===== src/rtl/smpc_pad_reader.sv =====
// SMPC-side TH/TR/TL handshake reader for one Saturn controller port.
// Optional SMPC_PAD_DIGITAL_FALLBACK_EN: an unknown header runs a direct-select digital read instead of failing.
module smpc_pad_reader #(
  parameter int MAX_BYTES     = 8,
  parameter int SETTLE_TICKS  = 2,
  parameter int TIMEOUT_TICKS = 255
) (
  input  logic                         CLK,
  input  logic                         RST_N,
  input  logic                         CE,
  input  logic                         START,
  input  logic [6:0]                   PDR_I,
  output logic [6:0]                   PDR_O,
  output logic [6:0]                   DDR,
  output logic                         BUSY,
  output logic                         DONE,
  output logic                         ERR,
  output logic [7:0]                   ID,
  output logic [3:0]                   LEN,
  input  logic [$clog2(MAX_BYTES)-1:0] RD_ADDR,
  output logic [7:0]                   RD_DATA
);

  localparam int AW = $clog2(MAX_BYTES);
  localparam int SW = $clog2(2 * MAX_BYTES + 4);
  localparam int TW = $clog2(TIMEOUT_TICKS + 1);
  localparam int KW = $clog2(SETTLE_TICKS + 2);
  localparam logic [4:0] MAXB = 5'(MAX_BYTES);

  typedef enum logic [2:0] {
    S_IDLE, S_DRIVE, S_SETTLE, S_WAIT_TL, S_CAPTURE, S_FINISH, S_FAIL, S_DIG
  } state_t;

  state_t          r_state;
  logic            r_pend, r_th, r_tr, r_short;
  logic [SW-1:0]   r_step;
  logic [KW-1:0]   r_tick;
  logic [TW-1:0]   r_to;
  logic [3:0]      r_hi, r_lenw;
  logic [7:0]      r_idw;
  logic [7:0]      r_buf [MAX_BYTES];
`ifdef SMPC_PAD_DIGITAL_FALLBACK_EN
  logic [1:0]      r_dstep;
  logic [3:0]      r_q0, r_q1;
`endif

  logic [3:0]      w_nib;
  logic            w_tl;
  logic [AW:0]     w_pidx;
  logic [SW-1:0]   w_last;
  logic            w_wr_en;
  logic [AW-1:0]   w_wr_addr;
  logic [7:0]      w_wr_data;
  logic            w_unused;

  assign w_nib    = PDR_I[3:0];
  assign w_tl     = PDR_I[4];
  assign w_unused = &{1'b0, PDR_I[6:5]};
  assign w_pidx   = (AW + 1)'(r_step - SW'(3));
  assign w_last   = SW'({r_lenw, 1'b0}) + SW'(2);
  assign PDR_O    = {r_th, r_tr, 5'b0};
  assign DDR      = 7'h60;

  // A payload byte is committed when its low (odd-index) nibble arrives.
  always_comb begin
    w_wr_en   = 1'b0;
    w_wr_addr = '0;
    w_wr_data = '0;
    if (CE && r_state == S_CAPTURE && r_step >= SW'(3) && w_pidx[0]) begin
      w_wr_en   = 1'b1;
      w_wr_addr = w_pidx[AW:1];
      w_wr_data = {r_hi, w_nib};
    end
`ifdef SMPC_PAD_DIGITAL_FALLBACK_EN
    if (CE && r_state == S_DIG && r_tick == KW'(SETTLE_TICKS) && r_dstep[1]) begin
      w_wr_en   = 1'b1;
      w_wr_addr = r_dstep[0] ? AW'(1) : AW'(0);
      w_wr_data = r_dstep[0] ? {r_q0, w_nib} : {r_q1, w_nib};
    end
`endif
  end

  always_ff @(posedge CLK) begin
    if (w_wr_en) r_buf[w_wr_addr] <= w_wr_data;
  end

  always_ff @(posedge CLK or negedge RST_N) begin
    if (!RST_N) RD_DATA <= '0;
    else        RD_DATA <= r_buf[RD_ADDR];
  end

  always_ff @(posedge CLK or negedge RST_N) begin
    if (!RST_N) begin
      r_state <= S_IDLE;
      r_pend  <= 1'b0;
      r_th    <= 1'b1;
      r_tr    <= 1'b1;
      r_short <= 1'b0;
      r_step  <= '0;
      r_tick  <= '0;
      r_to    <= '0;
      r_hi    <= '0;
      r_lenw  <= '0;
      r_idw   <= '0;
      BUSY    <= 1'b0;
      DONE    <= 1'b0;
      ERR     <= 1'b0;
      ID      <= '0;
      LEN     <= '0;
`ifdef SMPC_PAD_DIGITAL_FALLBACK_EN
      r_dstep <= '0;
      r_q0    <= '0;
      r_q1    <= '0;
`endif
    end else begin
      DONE <= 1'b0;
      if (r_state == S_IDLE && START) r_pend <= 1'b1;
      if (CE) begin
        case (r_state)
          S_IDLE: if (r_pend || START) begin
            r_pend  <= 1'b0;
            ERR     <= 1'b0;
            BUSY    <= 1'b1;
            r_step  <= '0;
            r_state <= S_DRIVE;
          end
          S_DRIVE: begin
            r_th    <= 1'b0;
            r_tr    <= ~r_step[0];
            r_tick  <= '0;
            r_to    <= '0;
            r_state <= S_SETTLE;
          end
          S_SETTLE: begin
            if (r_tick == KW'(SETTLE_TICKS - 1)) r_state <= S_WAIT_TL;
            else r_tick <= r_tick + 1'b1;
          end
          S_WAIT_TL: begin
            if (w_tl == r_tr) r_state <= S_CAPTURE;
            else if (r_to == TW'(TIMEOUT_TICKS - 1)) r_state <= S_FAIL;
            else r_to <= r_to + 1'b1;
          end
          S_CAPTURE: begin
            r_step  <= r_step + 1'b1;
            r_state <= S_DRIVE;
            if (r_step == '0) begin
              if (w_nib == 4'h1) r_short <= 1'b0;
              else if (w_nib == 4'hB) r_short <= 1'b1;
              else begin
`ifdef SMPC_PAD_DIGITAL_FALLBACK_EN
                r_th    <= 1'b0;
                r_tr    <= 1'b0;
                r_dstep <= '0;
                r_tick  <= '0;
                r_state <= S_DIG;
`else
                r_state <= S_FAIL;
`endif
              end
            end else if (r_step == SW'(1)) begin
              r_hi <= w_nib;
            end else if (r_step == SW'(2)) begin
              if (r_short) begin
                r_idw  <= 8'hE3;
                r_lenw <= 4'd3;
              end else begin
                r_idw  <= {r_hi, w_nib};
                r_lenw <= w_nib;
                if ({1'b0, w_nib} > MAXB) r_state <= S_FAIL;
                else if (w_nib == 4'd0) r_state <= S_FINISH;
              end
            end else begin
              if (!w_pidx[0]) r_hi <= w_nib;
              if (r_step == w_last) r_state <= S_FINISH;
            end
          end
`ifdef SMPC_PAD_DIGITAL_FALLBACK_EN
          // Each select pattern is held SETTLE_TICKS+1 ticks and sampled on the last one.
          S_DIG: begin
            if (r_tick == KW'(SETTLE_TICKS)) begin
              r_tick <= '0;
              if (r_dstep == 2'd0) r_q0 <= w_nib;
              if (r_dstep == 2'd1) r_q1 <= w_nib;
              if (r_dstep == 2'd3) begin
                r_idw   <= 8'h02;
                r_lenw  <= 4'd2;
                r_state <= S_FINISH;
              end else begin
                r_dstep      <= r_dstep + 2'd1;
                {r_th, r_tr} <= r_dstep + 2'd1;
              end
            end else begin
              r_tick <= r_tick + 1'b1;
            end
          end
`endif
          S_FINISH: begin
            r_th    <= 1'b1;
            r_tr    <= 1'b1;
            BUSY    <= 1'b0;
            DONE    <= 1'b1;
            ID      <= r_idw;
            LEN     <= r_lenw;
            r_state <= S_IDLE;
          end
          S_FAIL: begin
            r_th    <= 1'b1;
            r_tr    <= 1'b1;
            BUSY    <= 1'b0;
            DONE    <= 1'b1;
            ERR     <= 1'b1;
            ID      <= 8'hFF;
            LEN     <= 4'd0;
            r_state <= S_IDLE;
          end
          default: r_state <= S_IDLE;
        endcase
      end
    end
  end

endmodule

===== config.mk =====
export PLATFORM = sky130hd
export DESIGN_NAME = smpc_pad_reader
export DESIGN_NICKNAME = d
export VERILOG_FILES = /design/src/rtl/smpc_pad_reader.sv
export SDC_FILE = /design/constraint.sdc
export NUM_CORES = 1
export LEC_CHECK = 0
export ABC_AREA = 1
export BUFFER_PORTS_ARGS = -buffer_cell sky130_fd_sc_hd__buf_2
export CAP_MARGIN = 20
export CELL_PAD_IN_SITES_DETAIL_PLACEMENT = 0
export CELL_PAD_IN_SITES_GLOBAL_PLACEMENT = 1
export CORE_MARGIN = 4
export CORE_UTILIZATION = 42
export CTS_CLUSTER_SIZE = 16
export DETAILED_ROUTE_END_ITERATION = 6
export PLACE_DENSITY = 0.84
export SETUP_SLACK_MARGIN = 0.05
export SYNTH_ARGS = -nofsm -noshare
export SYNTH_HDL_FRONTEND = slang
export SYNTH_SLANG_ARGS = --single-unit

===== constraint.sdc =====
create_clock -name CLK -period 1.9 [get_ports CLK]
set_clock_uncertainty 0.05 [all_clocks]
set_input_delay 0.38 -clock CLK [delete_from_list [all_inputs] [get_ports CLK]]
set_output_delay 0.38 -clock CLK [all_outputs]
set_load 0.05 [all_outputs]

# Word level (Yosys, flattened, before mapping)
# Memory sizes are Yosys's and may differ from the RTL's. A register that Yosys moved wholly into a read port is not among the register bits.
# Index checks and enable logic that the tools add are counted.
dict set report op_classes {
  n_addsub 5
  n_lt_le_gt_ge 2
  eq_ne 22
  mux 47
  bitwise 3
  n_reduce_logical 29
}
# op count
set ops {}
lappend ops {{3-bit two-way mux} 14}
lappend ops {{8-bit two-way mux} 4}
lappend ops {{8-bit case mux with 2 select lines} 2}
lappend ops {{4-bit two-way mux} 4}
lappend ops {{2-bit nonzero test} 8}
lappend ops {{3-bit case mux with 5 select lines} 1}
lappend ops {{1-bit two-way mux} 13}
lappend ops {{3-bit AND reduction} 4}
lappend ops {{4-bit AND reduction} 3}
lappend ops {{2-bit != test, second input constant} 5}
lappend ops {{5-bit case mux with 2 select lines} 1}
lappend ops {{5-bit AND reduction} 2}
lappend ops {{3-bit == test, second input constant} 3}
lappend ops {{8-bit by 1-bit adder with 8-bit output, second input constant} 1}
lappend ops {{8-bit == test, second input constant} 1}
lappend ops {{1-bit case mux with 2 select lines} 4}
lappend ops {{4-bit case mux with 2 select lines} 1}
lappend ops {{3-bit by 2-bit == test with 1-bit output, second input constant} 2}
lappend ops {{5-bit by 1-bit adder with 5-bit output, second input constant} 1}
lappend ops {{5-bit by 2-bit adder with 5-bit output, second input constant} 1}
lappend ops {{5-bit by 1-bit == test with 1-bit output, second input constant} 1}
lappend ops {{5-bit by 2-bit == test with 1-bit output, second input constant} 1}
lappend ops {{5-bit == test} 1}
lappend ops {{5-bit by 2-bit greater-or-equal comparator with 1-bit output, second input constant} 1}
lappend ops {{other kinds (22)} 29}
dict set report totals {
  ff_bits 53
  ram_bits 64
  input_bits 14
  out_inout_bits 37
  memories 1
}
# name depth word_bits read_ports rd_ports_with_merged_regs wr line_no
set mem_list {}
lappend mem_list {r_buf 8 8 1 1 1 41} ;# logic [7:0] r_buf [MAX_BYTES];

# Longest topological paths before layout
# Gate-level depths: netlist of the first run.
dict set report logic_depth {
  ltp_word 8
  mapped_depth 12
  mapped_depth_nobuf 12
}

# Least setup slack after synthesis of the first run
# OpenSTA, ideal clock, no wires.
dict set report synth_path {
  kind {flip-flop to flip-flop}
  from {register r_state[1]}
  to {memory r_buf[3][0] (enable)}
  setup_ps 370
  t_arrival_ps 1585
  path_slack_ps -105
  stages_incl_launch_ff 12
  synth_period_minus_slack_ps 2005
  cell_sequence {dfrtp_1 -> inv_2 -> nand2_2 -> inv_2 -> nand2_2 -> nor2_2 -> nand2_1 -> nor2_4 -> nand2_1 -> inv_1 -> nand2_1 -> nor2_1}
}
dict set report synth_via {
  elab_chain_len 7
  elab_cells_between_ends 8
}
# element line_no
set synth_lines {}
lappend synth_lines {{from (decl)} 34} ;# state_t r_state;
lappend synth_lines {{from (signal assigned)} 94} ;# r_state <= S_IDLE;
lappend synth_lines {{from (signal assigned)} 125} ;# r_state <= S_DRIVE;
lappend synth_lines {{from (signal assigned)} 132} ;# r_state <= S_SETTLE;
lappend synth_lines {{3-bit == test *} 69} ;# if (CE && r_state == S_CAPTURE && r_step >= SW'(3) && w_pidx[0]) begin
lappend synth_lines {{1-bit logical AND * (3 in a row)} 69}
lappend synth_lines {{1-bit two-way mux} 69}
lappend synth_lines {{1-bit two-way mux} 84} ;# if (w_wr_en) r_buf[w_wr_addr] <= w_wr_data;
lappend synth_lines {{1-bit two-way mux (implied by the code)} 84}
lappend synth_lines {{to (decl)} 41}
# Every way passes the cells marked *; elsewhere a longest branch is shown, timed or not.

# Final worst setup path of the first run
dict set report layout_path {
  from {register r_state[1]}
  to {memory r_buf[7][2] (enable)}
}
# The elaborated chain is that of the path after synthesis.

==> results of run 1 <==
Yosys cell counts (all sizes together):
cell type,number
nor2,112
nand2,82
edfxtp,64
o21ai,62
inv,61
dfrtp,55
nand3,21
buf,19
a31oi,13
o22ai,12
a21oi,9
clkbuf,9
ha,8
nand4,8
nor3,4
o31ai,4
or2,3
xor2,3
a22oi,2
conb,2
dfstp,2
a211oi,1
a31o,1
and3,1
nand3b,1
nor3b,1
o21a,1
o31a,1
xnor2,1
state kept, by name, indices dropped and copies added, names as in the netlist, 4 cells and up:
name / flops
ID: 8
r_hi: 4
LEN: 4
r_step: 5
r_buf: 64
RD_DATA: 8
r_to: 8
r_idw: 5
how the worst max path moves through the flow:
stage               startpoint           to  cells past startpoint
CTS                 r_state[1]  r_buf[0][6]                     12
global route        r_state[1]  r_buf[5][2]                     12
floorplan           r_state[1]  r_buf[2][0]                     11
global placement    r_state[1]  r_buf[7][0]                     12
finish              r_state[1]  r_buf[7][2]                     12
detailed placement  r_state[1]  r_buf[7][2]                     12
power groups by stage:
stage	sequential, mW	clock (mW)	combinational (mW)
after floorplan	3.93	0	1.68
final	3.43	3.31	3.25
after detailed placement	3.46	0	2.89
after global placement	3.44	0	2.84
after global routing	3.48	3.50	3.59
after CTS	3.42	3.36	3.02
tightest hold or removal path, delay by kind of cell:
family | cells | cell delay (ns)
buf+inv | 2 | 0.23
compound gates | 1 | 0.08
repair_timing:
action / in CTS / in global routing
setup endpoints to repair: 72 / 124
gates resized for setup: 14 / 27
pin swaps: 7 / 8
hold buffers: 1 / 0
hold endpoints to repair: 55 / 0
setup buffers: 7 / 10
metal layers:
layer | GRT usage (%) | vias up
li1 | - | 2042
met5 | 0 | -
met3 | 4.93 | 33
met1 | 20.2 | 2021
met2 | 28.9 | 81
met4 | 8.05 | 0
kinds of logic after synthesis:
family	Yosys count	share of synthesized area, %
other	2	0.136
AND/OR/NAND/NOR	233	18.2
adder cells (fa/ha/maj)	8	1.81
XOR/XNOR	4	0.633
flip-flops	121	60.5
buffers and inverters	89	7.37
AO/OA/AOI/OAI	106	11.3
cell type report:
type                            instances  area, um2  share of cell area [%]
Tap cell                              172        215                    3.06
Timing Repair Buffer                   87        677                    9.64
Multi-Input combinational cell        363       1940                    27.6
Clock inverter                         13        175                    2.49
Inverter                               61        231                    3.30
Sequential cell                       121       3350                    47.7
Clock buffer                           19        433                    6.17
through the flow:
stage               std cells  hold slack, ns  worst slack, ns
floorplan                 573          0.0344           0.0249
global placement          787           0.357           0.0373
detailed placement        787           0.359          -0.0123
CTS                       827           0.251           0.0181
global route              836           0.275           -0.120
finish                    836           0.269          0.00303
==> flow_summary_export.csv, run 1 <==
group,metric,value,unit
status,status,"completed",
routing,totalWireLength,11.9,mm
routing,drt-met1-wl,4.95,mm
final_layout,fin_util,55.0,%
hold_path,worstHoldEndpoint,"r_lenw[1]",
setup_path,critPathCaptureType,"flip-flop",
routing,drt-initial-drc-count,311,
grt,grt_antenna_before_repair,0,
grt,grt.overflow.total,0,
cts,insertion_delay,0.41,ns
synthesis,seq_area_frac_synth,60.5,%
setup_path,critPathLaunchType,"flip-flop",
grt,grt_use_total,17.2,%
setup_path,cp_max_fo,8,
cts,clock_sinks,121,
job,cap_violations,0,
setup_path,cp.buffers_inverters,4,
final_layout,layout_commonest_cell,"nor2_1",
floorplan,initial_core_util,43.3,%
pwr,p_sw,3.56,mW
setup_path,cp_slowest_cell,"dfrtp_1",
hold_path,hold_path.class,"in -> reg",
routing,routed.top_layer,"met4",
setup_path,cpMostUsedCell,"nor2_4",
floorplan,ios,51,
setup_path,cp_cell_sequence,"inv_2 > nand2_2 > inv_2 > nand2_4 > nor2_4 > nand2_2 > nor2_4 > inv_4 > nor2_4 > nand2_2 > nor2_4 > buf_12",
sta,finalHoldViolCount,0,
placement,placed_cell_area,6160,um2
cts,htreeDepth,4,
pwr,p_sw_share,35.7,%
floorplan,core-area,12800,um2
setup_path,slowest_delay,0.39,ns
final_layout,fin_area,7020,um2
routing,via_count,4177,
synthesis,synthTopCellsByArea,"edfxtp_1 35%, dfrtp_1 25%, nor2_1 6.9%",
floorplan,die_w,123,um
grt,grt_max_degree,58,
routing,routed-wl-met3,508,um
synthesis,synth_area,5540,um2
routing,drc,0,
pwr,max-vdd-ir-drop,881,uV
sta,maxClockFrequency,0.527,GHz
sta,relSlewSlack,65.3,%
placement,io_buffers,36,
routing,final_antenna_net_count,0,
setup_path,cp.arrival,1.98,ns
hold_path,hold_start,"PDR_I[1]",
cts,clockBufferDepth,2,
setup_path,cp.required,1.98,ns
synthesis,avgSynthCellArea,9.83,um2
synthesis,synth_top_area_cell,"edfxtp_1",
setup_path,worst-r2r-cell-count,12,
cts,tritoncts,"done",
final_layout,drive_gt1_share,28.2,%
routing,dr.pass1.iters,4,
final_layout,nets,673,
routing,met2_length,6.11,mm
synthesis,synth_top_area_share,34.7,%
cts,clockRootBuffer,"clkbuf_16",
pwr,power,9.99,mW
floorplan,rows,41,
grt,grt_pass1_wl,19.9,mm
pwr,p_leak,2.95,nW
pwr,p_comb_share,32.6,%
routing,viasPerCell,5.00,
setup_path,crit_family,"simple AND/OR/NAND/NOR gates",
cts,clk_pin_slew,0.06,ns
sta,rsz0062_at_grt,"yes",
setup_path,worstSetupPathType,"reg -> reg",
final_layout,layout_common_cells,"89 x nor2_1, 70 x nand2_1, 64 x edfxtp_1",
floorplan,die_area,15100,um2
sta,worstMarginPinSlew,0.518,ns
placement,dp_hpwl,8.08,mm
synthesis,yosysWarningCount,0,
cts,cts-buffers-inserted,17,
pwr,p_per_area,1420,nW/um2
sta,fin_crit_sh,99.8,%
sta,finalSetupViolations,0,
synthesis,postSynthCellCount,563,
floorplan,die_h,123,um
pwr,seqPwrFrac,34.3,%
sta,setup_tns,0,ns
grt,grt_pass1_vias,4190,
final_layout,area_growth,26.9,%
synthesis,synth_cell_types,41,
final_layout,fillCellCount,1079,
sta,finalMaxSlewViolations,0,
routing,wl_per_cell,14.2,um
final_layout,diodes,0,
setup_path,rr_startpoint,"r_state[1]",
pwr,clock_power_share,33.1,%
sta,min_period,1.90,ns
setup_path,reg2reg_to,"r_buf[7][2]",
pwr,intPower,6.42,mW
synthesis,ys_ff_latch,121,
placement,place_congestion,0.910,
hold_path,hold_path_depth,3,
setup_path,r2r_slack,0.003,ns
(Power assumes the default switching activity.)
==> run 2, diff against run 1 <==
CORE_UTILIZATION = 40   (was 42)
PLACE_DENSITY = 0.81   (was 0.84)
==> run 2 against run 1 <==
Clock-buffer cell count shrank 1. Critical path type unchanged. Global-route usage decreased by 1.4 points. Wire length rose by 0.30%. First-iteration DRC count down 29%. Via count down 2.6%. Design area is 1.6% lower. Core utilization is 3.4 points lower. Sequential cell count unchanged. Sequential power about the same. Combinational power fell by 4%. Register-to-register slack better by 0.03 ns.
==> flow_summary_export.csv, run 2 (synthesis gave the netlist of run 1 again) <==
group,metric,value,unit
final_layout,stdcell_count,833,
grt,grt_max_degree,58,
status,status,"completed",
placement,io_buffers,36,
sta,relSlewSlack,62.6,%
sta,fin_crit_sh,98.1,%
setup_path,critPathCaptureType,"flip-flop",
sta,finalMaxSlewViolations,0,
final_layout,layout_common_cells,"92 x nor2_1, 69 x nand2_1, 64 x edfxtp_1",
cts,clk_pin_slew,0.06,ns
final_layout,largest_reg_flops,64,
cts,clockRootBuffer,"clkbuf_16",
final_layout,fillCellCount,1193,
routing,final_antenna_net_count,0,
routing,drc,0,
floorplan,die_area,15800,um2
final_layout,diodes,0,
grt,grt_pass1_wl,19.8,mm
pwr,p_leak,2.88,nW
grt,grt_pass1_vias,4179,
final_layout,layout_commonest_cell,"nor2_1",
setup_path,critPathLaunchType,"flip-flop",
placement,placed_cell_area,6180,um2
final_layout,fin_util,51.6,%
setup_path,cp.required,1.98,ns
setup_path,r2r_slack,0.04,ns
pwr,p_per_area,1390,nW/um2
routing,via_count,4067,
floorplan,ios,51,
hold_path,hold_start,"PDR_I[0]",
placement,place_congestion,0.902,
floorplan,core-area,13400,um2
routing,viasPerCell,4.88,
sta,maxClockFrequency,0.537,GHz
hold_path,hold_path.class,"in -> reg",
grt,grt_use_total,15.8,%
routing,wl_per_cell,14.3,um
cts,htreeDepth,4,
routing,dr.pass1.iters,4,
placement,dp_hpwl,8.18,mm
sta,worstMarginPinSlew,0.559,ns
grt,grt.overflow.total,0,
sta,min_period,1.86,ns
pwr,power,9.62,mW
floorplan,initial_core_util,41.3,%
placement,dp_slack,-0.0693,ns
final_layout,nets,666,
final_layout,area_growth,24.9,%
cts,clock_sinks,121,
floorplan,die_w,126,um
sta,setup_tns,0,ns
grt,grt_antenna_before_repair,0,
setup_path,endpoint,"r_buf[7][3]",
cts,clockBufferDepth,2,
setup_path,crit_start,"r_state[1]",
final_layout,top_register,"r_buf",
floorplan,rows,42,
sta,setup_slack,0.0361,ns
final_layout,drive_gt1_share,27.5,%
sta,finalHoldViolCount,0,
sta,rsz0062_at_grt,"yes",
job,cap_violations,0,
final_layout,fin_area,6910,um2
sta,hold_ws,0.256,ns
setup_path,worstSetupPathType,"reg -> reg",
setup_path,cp_max_fo,9,
setup_path,worst-r2r-cell-count,12,
routing,totalWireLength,11.9,mm
cts,cts-buffers-inserted,17,
setup_path,reg2reg_to,"r_buf[7][3]",
cts,insertion_delay,0.42,ns
cts,tritoncts,"done",
placement,dp.cells,793,
floorplan,die_h,126,um
setup_path,cp.arrival,1.95,ns
routing,drt-initial-drc-count,222,
sta,finalSetupViolations,0,
setup_path,rr_startpoint,"r_state[1]",
pwr,max-vdd-ir-drop,753,uV
-- run 2: cell types whose count changed in the layout (fill, tap and decap cells not counted), sizes merged --
cell / previous run / this run
clkinv: 6 / 2
buf: 86 / 79
bufinv: 4 / 1
inv: 63 / 67
clkinvlp: 1 / 5
clkbuf: 19 / 18
-- run 2: metal layers --
layer | track usage (%) | up-vias | part of all wire [%]
met4 | 7.97 | 0 | 2.2
met2 | 26.7 | 77 | 51
met5 | 0 | - | 0
li1 | - | 2026 | -
met1 | 18.8 | 1945 | 43
met3 | 3.85 | 19 | 3.8
-- run 2: how the worst min path moves through the flow --
stage | endpoint | cells past startpoint
floorplan | BUSY | 0
global placement | ID[7] | 2
detailed placement | ID[7] | 2
CTS | r_lenw[0] | 3
global route | r_lenw[0] | 3
finish | r_lenw[0] | 3
-- run 2: layout make-up --
class	instances	area [um2]	share of cell area [%]
Inverter	61	231	3.35
Tap cell	176	220	3.19
Clock buffer	18	439	6.35
Timing Repair Buffer	80	617	8.92
Sequential cell	121	3350	48.5
Multi-Input combinational cell	363	1920	27.7
Clock inverter	14	136	1.97
-- run 2: power by group --
| group | leakage [nW] | switching [mW] | internal [mW] | total [mW] |
|---|---|---|---|---|
| combinational | 1.39 | 2.14 | 0.971 | 3.11 |
| sequential | 1.22 | 0.238 | 3.18 | 3.41 |
| clock | 0.268 | 1.24 | 1.86 | 3.10 |
-- run 2: critical path, stage by stage, from the launching register on --
cell and delay [ns]:
dfrtp_1 0.39, inv_2 0.07, nand2_2 0.06, inv_2 0.05
nand2_2 0.06, nor2_4 0.10, nand2_2 0.08, nor2_4 0.14
inv_4 0.09, nor2_4 0.11, nand2_2 0.09, nor2_2 0.14
buf_12 0.14
-- run 2: what timing repair did --
| action | CTS | global route |
|---|---|---|
| resized for setup | 14 | 16 |
| pin swaps | 3 | 5 |
| hold endpoints to repair | 55 | 0 |
| hold buffers | 1 | 0 |
| buffers inserted | 2 | 5 |
| setup endpoints to repair | 85 | 115 |
==> run 3, diff against run 2 <==
==> constraint.sdc (replaced) <==
create_clock -name CLK -period 1.9 [get_ports CLK]
set_clock_uncertainty 0.05 [all_clocks]
set_input_delay 0.095 -clock CLK [delete_from_list [all_inputs] [get_ports CLK]]
set_output_delay 0.095 -clock CLK [all_outputs]
set_load 0.05 [all_outputs]
==> run 3 against run 2 <==
Largest power group unchanged. Largest cell class unchanged. Total power decreased by 0.84%. Highest routed layer unchanged. Combinational power about the same. Critical path type unchanged. Global-route usage increased by 0.25 points. Wire length is 0.37% higher. Design area is 0.49% lower. Non-clock buffer count fell by 1.
==> flow_summary_export.csv, run 3 (synthesis gave the netlist of run 1 again) <==
group,metric,value,unit
floorplan,core-area,13400,um2
pwr,p_per_area,1390,nW/um2
sta,finalSetupViolations,0,
setup_path,critPathLaunchType,"flip-flop",
sta,relSlewSlack,65.8,%
cts,insertion_delay,0.42,ns
final_layout,fin_area,6880,um2
final_layout,largest_reg_flops,64,
routing,final_antenna_net_count,0,
routing,routed.top_layer,"met4",
final_layout,stdcell_count,832,
setup_path,cp.arrival,1.98,ns
final_layout,top_register,"r_buf",
setup_path,cp_slowest_cell,"dfrtp_1",
floorplan,die_w,126,um
setup_path,slowest_delay,0.41,ns
final_layout,nets,665,
floorplan,initial_core_util,41.3,%
floorplan,die_area,15800,um2
cts,clockRootBuffer,"clkbuf_16",
grt,grt_use_total,16.0,%
sta,worstMarginPinSlew,0.510,ns
routing,viasPerCell,5.01,
status,status,"completed",
cts,clk_pin_slew,0.06,ns
setup_path,cp_cell_sequence,"buf_4 > a21oi_1 > xor2_2 > nand2_4 > nor2_4 > buf_12",
sta,rsz0062_at_grt,"yes",
routing,drt-initial-drc-count,288,
routing,routed-wl-met3,563,um
sta,hold_ws,0.0176,ns
grt,grt.overflow.total,0,
cts,tritoncts,"done",
grt,grt_pass1_vias,4167,
setup_path,cp_max_fo,8,
cts,cts-buffers-inserted,17,
grt,grt_max_degree,58,
pwr,max-vdd-ir-drop,715,uV
placement,place_congestion,0.893,
cts,htreeDepth,4,
grt,grt_pass1_wl,20.1,mm
routing,drc,0,
grt,grt_antenna_before_repair,0,
setup_path,cp.buffers_inverters,2,
setup_path,worstSetupPathType,"reg -> reg",
cts,clock_sinks,121,
routing,drt-met1-wl,5.04,mm
sta,min_period,1.89,ns
routing,wl_per_cell,14.3,um
routing,totalWireLength,11.9,mm
setup_path,critPathCaptureType,"flip-flop",
pwr,p_leak,2.90,nW
routing,met2_length,6.05,mm
final_layout,fin_util,51.3,%
floorplan,die_h,126,um
routing,via_count,4166,
sta,finalHoldViolCount,0,
job,cap_violations,0,
floorplan,ios,51,
placement,io_buffers,36,
routing,dr.pass1.iters,5,
setup_path,cp.required,1.98,ns
floorplan,rows,42,
sta,maxClockFrequency,0.528,GHz
placement,dp_hpwl,8.19,mm
sta,setup_slack,0.00664,ns
setup_path,crit_family,"flip-flops",
hold_path,hold_path.class,"in -> reg",
final_layout,drive_gt1_share,26.4,%
placement,dp_slack,-0.0368,ns
cts,clockBufferDepth,2,
final_layout,layout_commonest_cell,"nor2_1",
final_layout,layout_common_cells,"92 x nor2_1, 71 x nand2_1, 64 x edfxtp_1",
final_layout,diodes,0,
sta,fin_crit_sh,99.7,%
placement,placed_cell_area,6110,um2
final_layout,area_growth,24.3,%
placement,dp.cells,787,
sta,finalMaxSlewViolations,0,
## run 3: power by group
part | leakage [nW] | switching (mW) | total (mW) | internal (mW)
clock network | 0.271 | 1.19 | 2.99 | 1.80
registers | 1.22 | 0.243 | 3.42 | 3.18
logic | 1.41 | 2.14 | 3.13 | 0.994
## run 3: path summary, 6_finish.rpt
path                           start     endpoint  slack, ns  depth (start not counted)
setup / recovery           r_step[0]  r_buf[2][0]      0.007                          6
hold / removal              PDR_I[3]     r_idw[3]       0.02                          3
setup reg to reg           r_step[0]  r_buf[2][0]      0.007                          6
hold reg to reg                ID[4]        ID[4]       0.42                          2
max in group asynchronous      RST_N         r_tr       1.31                          3
min in group asynchronous      RST_N     r_idw[7]       0.17                          3
## run 3: per-layer routing
metal	global-route usage, %	vias to the layer above
met3	5.33	22
met4	6.19	0
met2	26.7	99
met1	19.4	2018
met5	0	-
li1	-	2027
## run 3: what timing repair did
action                                  CTS  global route
hold buffers                              5             0
gates resized for setup                   9            23
pin swaps                                 1             6
endpoints found under the setup margin   80           122
setup buffers                             2             6
endpoints found under the hold margin    62             0
## run 3: worst min-delay path: stages
cell	delay [ns]
buf_2	0.11
inv_1	0.10
o22ai_1	0.13
## run 3: cell type report
cell class	instances	area, um2
timing repair buffer	79	594
sequential	121	3350
tap	176	220
fill	1208	6520
inverter	61	236
multi-input combinational	363	1930
clock buffer	18	429
clock inverter	14	123
## run 3: metrics by stage
step | setup TNS [ns] | power [mW]
after CTS | 0 | 9.44
after global placement | 0 | 6.30
after global routing | -4.30 | 10.1
after detailed placement | -0.561 | 6.38
final | 0 | 9.54
after floorplan | 0 | 5.61
